File: config.mk
export PLATFORM = sky130hd
export DESIGN_NAME = gfx_rom_fetch_flat
export DESIGN_NICKNAME = d
export VERILOG_FILES = /design/src/rtl/gfx_rom_pkg.sv /design/src/rtl/gfx_rom_if.sv /design/src/rtl/gfx_planar_shifter.sv /design/src/rtl/gfx_rom_fetch.sv /design/src/flat_wrapper.sv
export SDC_FILE = /design/constraint.sdc
export NUM_CORES = 1
export LEC_CHECK = 0
export ABC_AREA = 1
export CORE_ASPECT_RATIO = 0.75
export CORE_UTILIZATION = 58
export CTS_CLUSTER_DIAMETER = 200
export DETAILED_ROUTE_END_ITERATION = 10
export GPL_ROUTABILITY_DRIVEN = 0
export GPL_TIMING_DRIVEN = 0
export PLACE_DENSITY = 0.85
export SYNTH_ARGS = -nofsm -noshare
export SYNTH_HDL_FRONTEND = slang
export SYNTH_SLANG_ARGS = --single-unit
File: constraint.sdc
create_clock -name M24 -period 3.95 [get_ports M24]
set_input_delay 0.5925 -clock M24 [delete_from_list [all_inputs] [get_ports M24]]
set_output_delay 0.5925 -clock M24 [all_outputs]
set_load 0.05 [all_outputs]
File: src/rtl/gfx_rom_pkg.sv
// Shared types, default parameters and geometry helpers for the tile ROM fetcher.
// Latency: none (declarations only).
// Backpressure: not applicable.
package gfx_rom_pkg;

    localparam int AW_DEF      = 19;
    localparam int DW_DEF      = 32;
    localparam int PLANES_DEF  = 4;
    localparam int ROM_LAT_DEF = 8;

    typedef enum logic [1:0] {
        IDLE    = 2'd0,
        ACCESS  = 2'd1,
        CAPTURE = 2'd2
    } fetch_state_e;

    // Pixels carried by one ROM word.
    function automatic int ppw_f(input int dw, input int planes);
        return dw / planes;
    endfunction

    // Width of the pixel index inside a word; never narrower than one bit.
    function automatic int idx_w_f(input int dw, input int planes);
        int ppw;
        ppw = dw / planes;
        return (ppw > 1) ? $clog2(ppw) : 1;
    endfunction

endpackage

File: src/rtl/gfx_rom_if.sv
// Request, ROM and pixel signals of the tile fetcher bundled as one interface.
// Latency: none (wiring only).
// Backpressure: REQ_VALID/REQ_READY handshake; pixels are paced by PIX_EN.
interface gfx_rom_if
    import gfx_rom_pkg::*;
#(
    parameter int AW     = AW_DEF,
    parameter int DW     = DW_DEF,
    parameter int PLANES = PLANES_DEF
);
    logic              REQ_VALID;
    logic              REQ_READY;
    logic [AW-1:0]     REQ_ADDR;
    logic              REQ_HFLIP;
    logic [7:0]        REQ_COL;
    logic [AW-2:0]     ROM_ADDR;
    logic              ROM_CEn;
    logic              ROM_OE_LO_n;
    logic              ROM_OE_HI_n;
    logic [DW-1:0]     ROM_DATA;
    logic              PIX_EN;
    logic              PIX_VALID;
    logic [PLANES-1:0] PIX_DATA;
    logic [7:0]        PIX_COL;
    logic              UNDERRUN;

    // Fetcher side.
    modport slave (
        input  REQ_VALID, REQ_ADDR, REQ_HFLIP, REQ_COL, ROM_DATA, PIX_EN,
        output REQ_READY, ROM_ADDR, ROM_CEn, ROM_OE_LO_n, ROM_OE_HI_n,
               PIX_VALID, PIX_DATA, PIX_COL, UNDERRUN
    );

    // Requester / ROM / video side.
    modport master (
        output REQ_VALID, REQ_ADDR, REQ_HFLIP, REQ_COL, ROM_DATA, PIX_EN,
        input  REQ_READY, ROM_ADDR, ROM_CEn, ROM_OE_LO_n, ROM_OE_HI_n,
               PIX_VALID, PIX_DATA, PIX_COL, UNDERRUN
    );
endinterface

File: src/rtl/gfx_planar_shifter.sv
// Second word buffer of the double buffer: turns planar ROM words into pixels, optional hflip.
// Latency: one registered stage; a word waiting in the fetch buffer emits on the next PIX_EN.
// Backpressure: consumes the fetch buffer (drain_o) only on the PIX_EN that frees the shifter.
module gfx_planar_shifter
    import gfx_rom_pkg::*;
#(
    parameter int DW     = DW_DEF,
    parameter int PLANES = PLANES_DEF
) (
    input  logic              clk_i,
    input  logic              rst_n_i,
    input  logic              pix_en_i,
    input  logic              fb_full_i,
    input  logic [DW-1:0]     fb_dat_i,
    input  logic              fb_hflip_i,
    input  logic [7:0]        fb_col_i,
    output logic              drain_o,
    output logic              pix_vld_o,
    output logic [PLANES-1:0] pix_dat_o,
    output logic [7:0]        pix_col_o,
    output logic              underrun_o
);
    localparam int PPW = ppw_f(DW, PLANES);
    localparam int IW  = idx_w_f(DW, PLANES);
    localparam logic [IW-1:0] IDX_LAST = IW'(PPW - 1);

    logic [DW-1:0]     sh_dat_q, sh_dat_d;
    logic              sh_full_q, sh_full_d;
    logic              sh_hflip_q, sh_hflip_d;
    logic [7:0]        sh_col_q, sh_col_d;
    logic [IW-1:0]     idx_q, idx_d;
    logic              pix_vld_q, pix_vld_d;
    logic [PLANES-1:0] pix_dat_q, pix_dat_d;
    logic [7:0]        pix_col_q, pix_col_d;
    logic              underrun_q, underrun_d;

    logic              use_fb;
    logic [DW-1:0]     src_dat;
    logic              src_hflip;
    logic [7:0]        src_col;
    logic [IW-1:0]     src_idx;
    logic [IW-1:0]     k;
    logic              src_last;
    logic [PLANES-1:0] pix;

    // Pick the word to emit from (shifter, or fetch buffer when the shifter is empty) and gather pixel k across the planes.
    always_comb begin
        use_fb    = !sh_full_q;
        src_dat   = use_fb ? fb_dat_i   : sh_dat_q;
        src_hflip = use_fb ? fb_hflip_i : sh_hflip_q;
        src_col   = use_fb ? fb_col_i   : sh_col_q;
        src_idx   = use_fb ? '0         : idx_q;
        src_last  = (src_idx == IDX_LAST);
        k         = src_hflip ? (IDX_LAST - src_idx) : src_idx;
        pix       = '0;
        for (int i = 0; i < PPW; i++) begin
            if (k == IW'(i)) begin
                for (int p = 0; p < PLANES; p++) begin
                    pix[p] = src_dat[i + p * PPW];
                end
            end
        end
    end

    // The fetch buffer is consumed when the shifter is empty or emits its last pixel.
    assign drain_o = pix_en_i && fb_full_i && (!sh_full_q || (idx_q == IDX_LAST));

    // Pixel emission, index advance and shifter reload; outputs hold while PIX_EN is low.
    always_comb begin
        sh_dat_d   = sh_dat_q;
        sh_full_d  = sh_full_q;
        sh_hflip_d = sh_hflip_q;
        sh_col_d   = sh_col_q;
        idx_d      = idx_q;
        pix_vld_d  = pix_vld_q;
        pix_dat_d  = pix_dat_q;
        pix_col_d  = pix_col_q;
        underrun_d = 1'b0;
        if (pix_en_i) begin
            if (sh_full_q || fb_full_i) begin
                pix_vld_d = 1'b1;
                pix_dat_d = pix;
                pix_col_d = src_col;
                if (!src_last) begin
                    sh_dat_d   = src_dat;
                    sh_hflip_d = src_hflip;
                    sh_col_d   = src_col;
                    sh_full_d  = 1'b1;
                    idx_d      = src_idx + 1'b1;
                end else if (sh_full_q && fb_full_i) begin
                    // Last pixel out of the shifter: the waiting word moves in behind it with no gap.
                    sh_dat_d   = fb_dat_i;
                    sh_hflip_d = fb_hflip_i;
                    sh_col_d   = fb_col_i;
                    sh_full_d  = 1'b1;
                    idx_d      = '0;
                end else begin
                    sh_full_d = 1'b0;
                    idx_d     = '0;
                end
            end else begin
                pix_vld_d  = 1'b0;
                pix_dat_d  = '0;
                underrun_d = 1'b1;
            end
        end
    end

    // Shifter and pixel output registers.
    always_ff @(posedge clk_i or negedge rst_n_i) begin
        if (!rst_n_i) begin
            sh_dat_q   <= '0;
            sh_full_q  <= 1'b0;
            sh_hflip_q <= 1'b0;
            sh_col_q   <= '0;
            idx_q      <= '0;
            pix_vld_q  <= 1'b0;
            pix_dat_q  <= '0;
            pix_col_q  <= '0;
            underrun_q <= 1'b0;
        end else begin
            sh_dat_q   <= sh_dat_d;
            sh_full_q  <= sh_full_d;
            sh_hflip_q <= sh_hflip_d;
            sh_col_q   <= sh_col_d;
            idx_q      <= idx_d;
            pix_vld_q  <= pix_vld_d;
            pix_dat_q  <= pix_dat_d;
            pix_col_q  <= pix_col_d;
            underrun_q <= underrun_d;
        end
    end

    assign pix_vld_o  = pix_vld_q;
    assign pix_dat_o  = pix_dat_q;
    assign pix_col_o  = pix_col_q;
    assign underrun_o = underrun_q;

endmodule

File: src/rtl/gfx_rom_fetch.sv
// Tile ROM fetcher: one outstanding banked ROM access feeding a fetch buffer + planar pixel shifter.
// Latency: accept edge, ROM_LAT cycles of access, one release cycle; ROM_LAT+2 cycles per word.
// Backpressure: REQ_READY only in IDLE with the fetch buffer empty or draining this cycle.
module gfx_rom_fetch
    import gfx_rom_pkg::*;
#(
    parameter int AW      = AW_DEF,
    parameter int DW      = DW_DEF,
    parameter int PLANES  = PLANES_DEF,
    parameter int ROM_LAT = ROM_LAT_DEF
) (
    input logic      M24,
    input logic      RES,
    gfx_rom_if.slave bus
);
    localparam int CW = (ROM_LAT > 1) ? $clog2(ROM_LAT) : 1;
    localparam logic [CW-1:0] CNT_LAST = CW'(ROM_LAT - 1);

    fetch_state_e  state_q, state_d;
    logic [CW-1:0] cnt_q, cnt_d;
    logic [AW-2:0] rom_addr_q, rom_addr_d;
    logic          rom_cen_q, rom_cen_d;
    logic          oe_lo_q, oe_lo_d;
    logic          oe_hi_q, oe_hi_d;
    logic          req_hflip_q, req_hflip_d;
    logic [7:0]    req_col_q, req_col_d;
    logic [DW-1:0] fb_dat_q, fb_dat_d;
    logic          fb_full_q, fb_full_d;
    logic          fb_hflip_q, fb_hflip_d;
    logic [7:0]    fb_col_q, fb_col_d;
    logic          run_q;
    logic          req_rdy;
    logic          accept;
    logic          capture;
    logic          drain;

    // run_q keeps REQ_READY low during reset and lets it rise on the first edge after release.
    assign req_rdy       = run_q && (state_q == IDLE) && (!fb_full_q || drain);
    assign accept        = bus.REQ_VALID && req_rdy;
    assign bus.REQ_READY = req_rdy;

    // Fetch FSM: ROM strobes go low on accept, are held for ROM_LAT cycles, and are released on
    // the same edge that samples ROM_DATA (entry into CAPTURE); CAPTURE is the bus release cycle.
    always_comb begin
        state_d     = state_q;
        cnt_d       = cnt_q;
        rom_addr_d  = rom_addr_q;
        rom_cen_d   = rom_cen_q;
        oe_lo_d     = oe_lo_q;
        oe_hi_d     = oe_hi_q;
        req_hflip_d = req_hflip_q;
        req_col_d   = req_col_q;
        capture     = 1'b0;
        case (state_q)
            IDLE: begin
                if (accept) begin
                    rom_addr_d  = bus.REQ_ADDR[AW-2:0];
                    rom_cen_d   = 1'b0;
                    oe_lo_d     = bus.REQ_ADDR[AW-1];
                    oe_hi_d     = !bus.REQ_ADDR[AW-1];
                    req_hflip_d = bus.REQ_HFLIP;
                    req_col_d   = bus.REQ_COL;
                    cnt_d       = '0;
                    state_d     = ACCESS;
                end
            end
            ACCESS: begin
                if (cnt_q == CNT_LAST) begin
                    capture   = 1'b1;
                    rom_cen_d = 1'b1;
                    oe_lo_d   = 1'b1;
                    oe_hi_d   = 1'b1;
                    state_d   = CAPTURE;
                end else begin
                    cnt_d = cnt_q + 1'b1;
                end
            end
            CAPTURE: state_d = IDLE;
            default: state_d = IDLE;
        endcase
    end

    // Fetch buffer: a capture may coincide with a drain, the shifter then takes the old word.
    always_comb begin
        fb_dat_d   = fb_dat_q;
        fb_full_d  = fb_full_q;
        fb_hflip_d = fb_hflip_q;
        fb_col_d   = fb_col_q;
        if (drain) begin
            fb_full_d = 1'b0;
        end
        if (capture) begin
            fb_dat_d   = bus.ROM_DATA;
            fb_full_d  = 1'b1;
            fb_hflip_d = req_hflip_q;
            fb_col_d   = req_col_q;
        end
    end

    // State, ROM strobe and fetch buffer registers; reset abandons any access in flight.
    always_ff @(posedge M24 or negedge RES) begin
        if (!RES) begin
            state_q     <= IDLE;
            cnt_q       <= '0;
            rom_addr_q  <= '0;
            rom_cen_q   <= 1'b1;
            oe_lo_q     <= 1'b1;
            oe_hi_q     <= 1'b1;
            req_hflip_q <= 1'b0;
            req_col_q   <= '0;
            fb_dat_q    <= '0;
            fb_full_q   <= 1'b0;
            fb_hflip_q  <= 1'b0;
            fb_col_q    <= '0;
            run_q       <= 1'b0;
        end else begin
            state_q     <= state_d;
            cnt_q       <= cnt_d;
            rom_addr_q  <= rom_addr_d;
            rom_cen_q   <= rom_cen_d;
            oe_lo_q     <= oe_lo_d;
            oe_hi_q     <= oe_hi_d;
            req_hflip_q <= req_hflip_d;
            req_col_q   <= req_col_d;
            fb_dat_q    <= fb_dat_d;
            fb_full_q   <= fb_full_d;
            fb_hflip_q  <= fb_hflip_d;
            fb_col_q    <= fb_col_d;
            run_q       <= 1'b1;
        end
    end

    assign bus.ROM_ADDR    = rom_addr_q;
    assign bus.ROM_CEn     = rom_cen_q;
    assign bus.ROM_OE_LO_n = oe_lo_q;
    assign bus.ROM_OE_HI_n = oe_hi_q;

    gfx_planar_shifter #(
        .DW     (DW),
        .PLANES (PLANES)
    ) u_shifter (
        .clk_i      (M24),
        .rst_n_i    (RES),
        .pix_en_i   (bus.PIX_EN),
        .fb_full_i  (fb_full_q),
        .fb_dat_i   (fb_dat_q),
        .fb_hflip_i (fb_hflip_q),
        .fb_col_i   (fb_col_q),
        .drain_o    (drain),
        .pix_vld_o  (bus.PIX_VALID),
        .pix_dat_o  (bus.PIX_DATA),
        .pix_col_o  (bus.PIX_COL),
        .underrun_o (bus.UNDERRUN)
    );

endmodule

File: src/flat_wrapper.sv
// flat-port wrapper written by rule: the top's interface ports become plain ports
module gfx_rom_fetch_flat import gfx_rom_pkg::*;
#(
    parameter int AW      = AW_DEF,
    parameter int DW      = DW_DEF,
    parameter int PLANES  = PLANES_DEF,
    parameter int ROM_LAT = ROM_LAT_DEF
)
  (M24, RES, bus_REQ_VALID, bus_REQ_ADDR, bus_REQ_HFLIP, bus_REQ_COL, bus_ROM_DATA, bus_PIX_EN, bus_REQ_READY, bus_ROM_ADDR, bus_ROM_CEn, bus_ROM_OE_LO_n, bus_ROM_OE_HI_n, bus_PIX_VALID, bus_PIX_DATA, bus_PIX_COL, bus_UNDERRUN);
  gfx_rom_if #(.AW(AW), .DW(DW), .PLANES(PLANES)) bus_i ();
  input logic M24;
  input logic RES;
  input wire logic [$bits(bus_i.REQ_VALID)-1:0] bus_REQ_VALID;
  input wire logic [$bits(bus_i.REQ_ADDR)-1:0] bus_REQ_ADDR;
  input wire logic [$bits(bus_i.REQ_HFLIP)-1:0] bus_REQ_HFLIP;
  input wire logic [$bits(bus_i.REQ_COL)-1:0] bus_REQ_COL;
  input wire logic [$bits(bus_i.ROM_DATA)-1:0] bus_ROM_DATA;
  input wire logic [$bits(bus_i.PIX_EN)-1:0] bus_PIX_EN;
  output wire logic [$bits(bus_i.REQ_READY)-1:0] bus_REQ_READY;
  output wire logic [$bits(bus_i.ROM_ADDR)-1:0] bus_ROM_ADDR;
  output wire logic [$bits(bus_i.ROM_CEn)-1:0] bus_ROM_CEn;
  output wire logic [$bits(bus_i.ROM_OE_LO_n)-1:0] bus_ROM_OE_LO_n;
  output wire logic [$bits(bus_i.ROM_OE_HI_n)-1:0] bus_ROM_OE_HI_n;
  output wire logic [$bits(bus_i.PIX_VALID)-1:0] bus_PIX_VALID;
  output wire logic [$bits(bus_i.PIX_DATA)-1:0] bus_PIX_DATA;
  output wire logic [$bits(bus_i.PIX_COL)-1:0] bus_PIX_COL;
  output wire logic [$bits(bus_i.UNDERRUN)-1:0] bus_UNDERRUN;
  assign bus_i.REQ_VALID = bus_REQ_VALID;
  assign bus_i.REQ_ADDR = bus_REQ_ADDR;
  assign bus_i.REQ_HFLIP = bus_REQ_HFLIP;
  assign bus_i.REQ_COL = bus_REQ_COL;
  assign bus_i.ROM_DATA = bus_ROM_DATA;
  assign bus_i.PIX_EN = bus_PIX_EN;
  assign bus_REQ_READY = bus_i.REQ_READY;
  assign bus_ROM_ADDR = bus_i.ROM_ADDR;
  assign bus_ROM_CEn = bus_i.ROM_CEn;
  assign bus_ROM_OE_LO_n = bus_i.ROM_OE_LO_n;
  assign bus_ROM_OE_HI_n = bus_i.ROM_OE_HI_n;
  assign bus_PIX_VALID = bus_i.PIX_VALID;
  assign bus_PIX_DATA = bus_i.PIX_DATA;
  assign bus_PIX_COL = bus_i.PIX_COL;
  assign bus_UNDERRUN = bus_i.UNDERRUN;
  gfx_rom_fetch #(.AW(AW), .DW(DW), .PLANES(PLANES), .ROM_LAT(ROM_LAT)) u_core (.M24(M24), .RES(RES), .bus(bus_i));
endmodule
==> results_dict.tcl, run 1 <==
set metrics [dict create \
    outcome "complete, no violations" \
    area_growth_pct 26.6 \
    synth_edf_count 0 \
    dieHeight_um 93.9 \
    synth_warnings 0 \
    slowest_delay_ns 0.83 \
    clk_latency_ns 0.41 \
    first_global_vias 5473 \
    grt_max_degree 90 \
    power_frac_comb_pct 44.3 \
    regArea_um2 3430 \
    clock_sinks 137 \
    crit_arrival_ns 2.64 \
    post-synth-top-count-cell "nand2_1" \
    htreeDepth 4 \
    clock-root-buffer "clkbuf_16" \
    post-route-min-period_ns 3.23 \
    async_reset_ff_share_pct 100 \
    crit_fanout 3 \
    dieArea_um2 11700 \
    drc 0 \
    timing.rr.end "u_core.u_shifter.sh_hflip_q$_DFFE_PN0P_" \
    routed_wl_um 16200 \
    finalSetupViolCount 0 \
    routedWlPerCell_um 14.7 \
    cts_tree "yes" \
    overflow 0 \
    critPathLaunchType "input port" \
    pre_cts_slack_ns 0.727 \
    fillers 780 \
    die_width_um 125 \
    finalHoldViolCount 0 \
    synth-seq-area-share_pct 52.5 \
    met3WireLength_um 1440 \
    fin_cells 1100 \
    peakVddDrop_mv 0.554 \
    synth_area_leaders "dfrtp_1 51%, nand2_1 18%, o21ai_0 12%" \
    p_sw_mw 3.03 \
    ys_ff_latch 137 \
    maxSlewViolCount 0 \
    hpwl_um 11100 \
    syn_area_per_cell_um2 7.89 \
    vias 5944 \
    drt_iter0_drc 542 \
    insertedDiodeCount 0 \
    vias_per_cell 5.40 \
    nNetsFinal 1014 \
    synth_common_cells "319 x nand2_1, 151 x o21ai_0, 134 x dfrtp_1" \
    reg2reg_slack_ns 1.36 \
    post-place-cells 1068 \
    initial_core_util_pct 59.7 \
    synth_nets 895 \
    worst_pin_slew_ns 0.566 \
    grt_setup_unrepaired "no" \
    p_seq_share_pct 34.8 \
    postRouteAntennaNets 0 \
    fin_util_pct 75.6 \
    crit_required_ns 3.36 \
    finalWorstSetupSlack_ns 0.717 \
    synth_top_area_cell "dfrtp_1" \
    routed-wl-met2_um 7190 \
    multi_input_area_um2 2580 \
    p_sw_share_pct 43.0 \
    num_io_pins 100 \
    cts_buffers 17 \
    yosys.area.top_type_share_pct 51.3 \
    hold_path_class "in -> async" \
    worstSetupPathType "in -> out" \
    cts_resized 0 \
    grtUsageTotal_pct 29.6 \
    cp_common_cell "clkdlybuf4s50_1" \
    grt_antenna_before_repair 0 \
    endpoint_kind "primary output" \
    worstPathCellList "clkdlybuf4s50_1, nor2_1, a31oi_1, nand2_1, nor3_2, clkdlybuf4s50_1" \
    drive_gt1_share_pct 8.13 \
    synth_top_flop_cell "dfrtp_1" \
    cts_setup_buffers 0 \
    relSlewSlack_pct 62.2 \
    top_layer_used "met4" \
    period_share_pct 81.9 \
    core_area_um2 10900 \
    ctsHoldBuffers 0 \
    fmax_mhz 309 \
    clockPowerShare_pct 20.9 \
    m1WireLength_um 7300 \
    internal_power_mw 4.02 \
    clkTransAtPathRegs_ns 0.05 \
    drv_cap 0 \
    grt_pass1_wl_um 27000 \
    clockBufferDepth 2 \
    cp.buffers_inverters 2 \
    netlist_instances 828 \
    drt_first_pass_iters 5 \
    fin_setup_tns_ns 0 \
    syn_area_um2 6540 \
    crit_family "buffers and inverters" \
    portBuffers 99 \
    crit_slowest_cell "clkdlybuf4s50_1" \
    power_leakage_nw 3.99 \
    ys_types 34 \
    reg2reg_from "u_core.u_shifter.sh_full_q$_DFFE_PN0P_" \
    r2r_cells 9 \
    rows 33 \
    powerDensity_nw_per_um2 853 \
    clock_skew_ns 0.00989 \
]
[worst max path at each step]
| stage | startpoint | endpoint | cells past startpoint |
|---|---|---|---|
| 6_report | bus_PIX_EN | bus_REQ_READY | 6 |
| 5_1_grt | bus_PIX_EN | bus_REQ_READY | 6 |
| 4_1_cts | bus_PIX_EN | bus_REQ_READY | 6 |
| 3_5_place_dp | bus_PIX_EN | bus_REQ_READY | 6 |
| 3_3_place_gp | RES | u_core.fb_dat_q[17]$_DFFE_PN0P_ | 1 |
| 2_1_floorplan | bus_PIX_EN | u_core.cnt_q[1]$_DFFE_PN0P_ | 8 |
[power by group through the flow]
| stage | clock network (mW) | logic, mW | registers (mW) |
|---|---|---|---|
| after floorplan | 0 | 1.64 | 2.89 |
| after global placement | 0 | 2.98 | 2.42 |
| after detailed placement | 0 | 3.06 | 2.44 |
| after CTS | 1.48 | 3.10 | 2.44 |
| after global routing | 1.55 | 3.45 | 2.52 |
| final | 1.47 | 3.13 | 2.45 |
[through the flow]
stage / area (µm²) / power, mW / hold slack [ns]
final: 8270 / 7.06 / 0.115
after global routing: 8270 / 7.52 / 0.152
after CTS: 8270 / 7.02 / 0.131
after detailed placement: 7730 / 5.50 / 0.466
after global placement: 7700 / 5.40 / 0.449
after floorplan: 6540 / 4.53 / 0.297
[layer usage]
| metal | vias up | global-route usage, % |
|---|---|---|
| li1 | 2852 | - |
| met2 | 250 | 46.0 |
| met3 | 30 | 6.04 |
| met1 | 2812 | 41.9 |
| met5 | - | 0 |
| met4 | 0 | 9.74 |
[placed cells by master (no fill, tap or decap), drive strengths merged]
cell type / count
nand2: 335
o21ai: 152
dfrtp: 134
clkdlybuf4s50: 98
inv: 81
clkbuf: 50
nor2: 24
buf: 22
a21oi: 18
nand3: 16
a211oi: 4
mux2i: 3
ha: 3
clkinv: 3
dfstp: 3
nor3: 3
a31oi: 2
a22o: 2
or2: 2
o211ai: 1
nand4: 1
o31ai: 1
bufinv: 1
conb: 1
[cell type report]
class / instances / area share (%)
clock inverter: 4 / 0.545
multi-input combinational: 568 / 31.1
inverter: 81 / 3.77
timing repair buffer: 100 / 12.3
clock buffer: 28 / 6.01
sequential: 137 / 41.5
buffer: 42 / 2.60
tap: 140 / 2.12
[kinds of logic after synthesis]
logic type | share of synthesized area (%)
AOI/OAI and AO/OA | 14.2
adders and majority gates | 0.574
buffers and inverters | 8.06
DFF | 52.5
muxes | 0.460
other | 0.0574
and+or+nand+nor | 24.2
[sequential cells by signal, indices dropped and copies added, names as in the netlist, 2 cells and up]
name / count
u_core.u_shifter.sh_dat_q: 32
u_core.u_shifter.pix_dat_o: 4
u_core.state_q: 2
u_core.cnt_q: 3
u_core.u_shifter.idx_q: 3
u_core.fb_dat_q: 32
u_core.fb_col_q: 8
u_core.bus.ROM_ADDR: 18
u_core.req_col_q: 8
u_core.u_shifter.sh_col_q: 8
u_core.u_shifter.pix_col_o: 8
Note: power is estimated with default switching activity, not from simulation.
==> inputs of run 2 (changes only) <==
--- a/config.mk
+++ b/config.mk
@@ -7,12 +7,12 @@
 export LEC_CHECK = 0
 export ABC_AREA = 1
 export CORE_ASPECT_RATIO = 0.75
-export CORE_UTILIZATION = 58
+export CORE_UTILIZATION = 54
 export CTS_CLUSTER_DIAMETER = 200
 export DETAILED_ROUTE_END_ITERATION = 10
 export GPL_ROUTABILITY_DRIVEN = 0
 export GPL_TIMING_DRIVEN = 0
-export PLACE_DENSITY = 0.85
+export PLACE_DENSITY = 0.8
 export SYNTH_ARGS = -nofsm -noshare
 export SYNTH_HDL_FRONTEND = slang
 export SYNTH_SLANG_ARGS = --single-unit
==> constraint.sdc (replaced) <==
create_clock -name M24 -period 3.15 [get_ports M24]
set_input_delay 0.4725 -clock M24 [delete_from_list [all_inputs] [get_ports M24]]
set_output_delay 0.4725 -clock M24 [all_outputs]
set_load 0.05 [all_outputs]
==> results_dict.tcl, run 2 (synthesized netlist as in run 1, its figures left out) <==
set metrics [dict create \
    outcome "complete, no violations" \
    power_leakage_nw 4.02 \
    worst_pin_slew_ns 0.612 \
    p_sw_share_pct 42.7 \
    mostFrequentLayoutCells "319 x nand2_1, 151 x o21ai_0, 134 x dfrtp_1" \
    grt_setup_unrepaired "no" \
    post-route-min-period_ns 2.99 \
    clkTransAtPathRegs_ns 0.06 \
    vias_per_cell 5.25 \
    r2r_cells 10 \
    portBuffers 99 \
    area_growth_pct 27.8 \
    postRouteAntennaNets 0 \
    powerDensity_nw_per_um2 1070 \
    cts_resized 0 \
    clock_sinks 137 \
    vias 5896 \
    die_width_um 129 \
    peakVddDrop_mv 0.648 \
    cts_buffers 17 \
    first_global_vias 5568 \
    worstSetupPathType "in -> out" \
    dieArea_um2 12600 \
    insertedDiodeCount 0 \
    drt_first_pass_iters 5 \
    period_share_pct 95.1 \
    finalSetupViolCount 0 \
    overflow 0 \
    p_sw_mw 3.83 \
    finalHoldViolCount 0 \
    clk_latency_ns 0.42 \
    num_io_pins 100 \
    hold_depth 2 \
    drc 0 \
    internal_power_mw 5.14 \
    clockBufferDepth 2 \
    clock-root-buffer "clkbuf_16" \
    hold_ws_ns 0.477 \
    routed_wl_um 16300 \
    nNetsFinal 1015 \
    layout.cells.most_common "nand2_1" \
    routedWlPerCell_um 14.5 \
    crit_arrival_ns 2.52 \
    drt_iter0_drc 566 \
    clockPowerShare_pct 22.1 \
    grt_max_degree 97 \
    dieHeight_um 97.3 \
    relSlewSlack_pct 59.2 \
    fin_setup_tns_ns 0 \
    grtUsageTotal_pct 28.4 \
    hpwl_um 11300 \
    drive_gt1_share_pct 8.65 \
    rows 34 \
    endpoint_kind "primary output" \
    htreeDepth 4 \
    cts_tree "yes" \
    hold_path_class "reg -> reg" \
    critPathLaunchType "input port" \
    core_area_um2 11700 \
    crit_required_ns 2.68 \
    clock_skew_ns 0.0109 \
    grt_antenna_before_repair 0 \
    power_frac_comb_pct 43.8 \
    fmax_mhz 334 \
    p_seq_share_pct 34.1 \
    drv_cap 0 \
    initial_core_util_pct 55.9 \
    grt_pass1_wl_um 27600 \
    crit_fanout 3 \
    power.total_mw 8.97 \
    maxSlewViolCount 0 \
]
[run 2: cell count changes in the layout (fill, tap and decap cells not counted)]
| cell | before | now |
|---|---|---|
| clkbuf_8 | 3 | 0 |
| dlygate4sd3_1 | 0 | 1 |
| bufinv_16 | 1 | 3 |
| clkbuf_1 | 30 | 24 |
| clkinvlp_4 | 0 | 1 |
| clkinv_2 | 3 | 4 |
| clkinv_4 | 0 | 4 |
[run 2: worst paths after layout]
kind | start | to | slack [ns]
max | bus_PIX_EN | bus_REQ_READY | 0.16
min | u_core.bus.ROM_ADDR[7]$_DFFE_PN0P_ | u_core.bus.ROM_ADDR[7]$_DFFE_PN0P_ | 0.48
max reg2reg | u_core.u_shifter.sh_full_q$_DFFE_PN0P_ | u_core.u_shifter.sh_dat_q[0]$_DFFE_PN0P_ | 0.47
min reg2reg | u_core.bus.ROM_ADDR[7]$_DFFE_PN0P_ | u_core.bus.ROM_ADDR[7]$_DFFE_PN0P_ | 0.48
max in group asynchronous | RES | u_core.bus.ROM_CEn$_DFFE_PN1P_ | 1.81
min in group asynchronous | RES | u_core.u_shifter.pix_col_o[3]$_DFFE_PN0P_ | 0.54
[run 2: final cells by class]
type | count | area, µm²
sequential | 137 | 3430
fill | 912 | 3350
multi-input combinational | 568 | 2580
timing repair buffer | 101 | 1030
clock buffer | 19 | 433
inverter | 81 | 312
buffer | 42 | 215
tap | 162 | 203
clock inverter | 12 | 153
[run 2: critical path, cell delays in order]
cell and delay [ns]:
clkdlybuf4s50_1 0.51, nor2_1 0.07, a31oi_1 0.32, nand2_1 0.13, nor3_2 0.18, clkdlybuf4s50_1 0.84
[run 2: what timing repair did]
action	CTS	global route
hold endpoints to repair	41	0
hold buffers	1	0
buffers inserted	0	0
[run 2: power groups by stage]
stage	registers, mW	logic (mW)	clock network (mW)
6_report	3.06	3.93	1.98
5_1_grt	3.15	4.36	2.06
3_5_place_dp	3.05	3.85	0
3_3_place_gp	3.04	3.75	0
2_1_floorplan	3.63	2.05	0
4_1_cts	3.05	3.89	1.99
[run 2: through the flow]
stage	instances	cell area, µm²	worst slack (ns)	util, %
after CTS	1122	8350	0.144	71.4
after detailed placement	1090	7760	0.149	66.3
after global routing	1122	8350	0.0802	71.4
final	1122	8350	0.156	71.4
after global placement	1089	7730	-3.67	66.1
after floorplan	828	6540	0.948	-
[run 2: per-layer routing]
layer  track usage [%]  part of all wire [%]  vias up
met5                 0                     0        -
met4              8.14                  0.90        0
met3              7.10                   8.8       15
met2              41.9                    44      254
met1              41.4                    46     2766
li1                  -                     -     2861
==> inputs of run 3 (changes only) <==
--- a/config.mk
+++ b/config.mk
@@ -11,7 +11,6 @@
 export CTS_CLUSTER_DIAMETER = 200
 export DETAILED_ROUTE_END_ITERATION = 10
 export GPL_ROUTABILITY_DRIVEN = 0
-export GPL_TIMING_DRIVEN = 0
 export PLACE_DENSITY = 0.8
 export SYNTH_ARGS = -nofsm -noshare
 export SYNTH_HDL_FRONTEND = slang
==> results_dict.tcl, run 3 (synthesized netlist as in run 1, its figures left out) <==
set metrics [dict create \
    nNetsFinal 981 \
    clock_sinks 137 \
    insertedDiodeCount 0 \
    power_leakage_nw 3.97 \
    hpwl_um 9640 \
    finalWorstSetupSlack_ns 0.553 \
    rows 34 \
    dieHeight_um 97.3 \
    htreeDepth 4 \
    die_width_um 129 \
    drc 0 \
    mostFrequentLayoutCells "319 x nand2_1, 151 x o21ai_0, 133 x dfrtp_1" \
    ctsHoldBuffers 0 \
    postRouteAntennaNets 0 \
    fmax_mhz 385 \
    cts_buffers 17 \
    r2r_cells 7 \
    vias_per_cell 5.11 \
    endpoint_kind "primary output" \
    grtUsageTotal_pct 25.5 \
    core_area_um2 11700 \
    peakVddDrop_mv 0.605 \
    grt_antenna_before_repair 0 \
    worst_pin_slew_ns 0.717 \
    fin_setup_tns_ns 0 \
    grt_max_degree 80 \
    outcome "complete, no violations" \
    crit_required_ns 2.68 \
    vias 5562 \
    hold_path_class "in -> async" \
    cts_tree "yes" \
    critPathLaunchType "flip-flop" \
    overflow 0 \
    routedWlPerCell_um 13.3 \
    drive_gt1_share_pct 8.52 \
    maxSlewViolCount 0 \
    cts_resized 0 \
    dieArea_um2 12600 \
    portBuffers 99 \
    initial_core_util_pct 55.9 \
    worstSetupPathType "reg -> out" \
    reg2reg_slack_ns 0.80 \
    drt_first_pass_iters 6 \
    crit_arrival_ns 2.12 \
    first_global_vias 5286 \
    cts_setup_buffers 0 \
    clk_latency_ns 0.42 \
    area_growth_pct 26.6 \
    grt_setup_unrepaired "no" \
    finalHoldViolCount 0 \
    layout.cells.most_common "nand2_1" \
    clockBufferDepth 2 \
    clock-root-buffer "clkbuf_16" \
    pre_cts_slack_ns 0.711 \
    post-route-min-period_ns 2.60 \
    crit_fanout 66 \
    drt_iter0_drc 464 \
    period_share_pct 82.5 \
    finalSetupViolCount 0 \
    clkTransAtPathRegs_ns 0.06 \
    routed_wl_um 14500 \
    drv_cap 0 \
    grt_pass1_wl_um 25000 \
    relSlewSlack_pct 52.2 \
    powerDensity_nw_per_um2 1080 \
    num_io_pins 100 \
    clock_skew_ns 0.00870 \
]
## run 3: worst paths after layout
path,start,end
max,u_core.u_shifter.sh_full_q$_DFFE_PN0P_,bus_REQ_READY
min,RES,u_core.fb_col_q[4]$_DFFE_PN0P_
max reg2reg,u_core.u_shifter.sh_full_q$_DFFE_PN0P_,u_core.u_shifter.sh_dat_q[30]$_DFFE_PN0P_
min reg2reg,u_core.u_shifter.pix_vld_o$_DFFE_PN0P_,u_core.u_shifter.pix_vld_o$_DFFE_PN0P_
max in group asynchronous,RES,u_core.bus.ROM_OE_LO_n$_DFFE_PN1P_
min in group M24,u_core.u_shifter.pix_vld_o$_DFFE_PN0P_,u_core.u_shifter.pix_vld_o$_DFFE_PN0P_
## run 3: layout make-up
| class | instances | area [µm²] |
|---|---|---|
| Clock buffer | 19 | 453 |
| Clock inverter | 13 | 193 |
| Fill cell | 907 | 3420 |
| Inverter | 81 | 312 |
| Multi-Input combinational cell | 568 | 2580 |
| Sequential cell | 137 | 3430 |
| Tap cell | 162 | 203 |
| Timing Repair Buffer | 109 | 1100 |
## run 3: report_power, final
part           internal (mW)  leakage [nW]  switching [mW]
clock network           1.37         0.310           0.775
logic                   1.26          2.00            2.48
registers               2.60          1.66           0.476
total                   5.23          3.97            3.73
## run 3: critical path, stage by stage, from the launching register on
cell     delay (ns)
dfrtp_2        0.58
buf_12         0.28
a31oi_1        0.28
nand2_1        0.15
nor3_2         0.19
buf_4          0.24
## run 3: per-stage QoR
step	utilization, %	power, mW	cell area, µm²	hold slack (ns)	cells
floorplan	-	5.68	6540	0.177	828
global placement	65.2	6.66	7630	0.462	1057
detailed placement	65.2	6.78	7630	0.468	1057
CTS	70.7	8.98	8270	0.0267	1089
global route	70.7	9.60	8270	0.0557	1089
finish	70.7	8.97	8270	0.0174	1089
## run 3: routing by layer
layer / wire length (µm) / global-route usage [%]
met1: 7050 / 37.4
met2: 6310 / 37.3
met3: 981 / 6.50
met4: 131 / 7.69
met5: 0 / 0
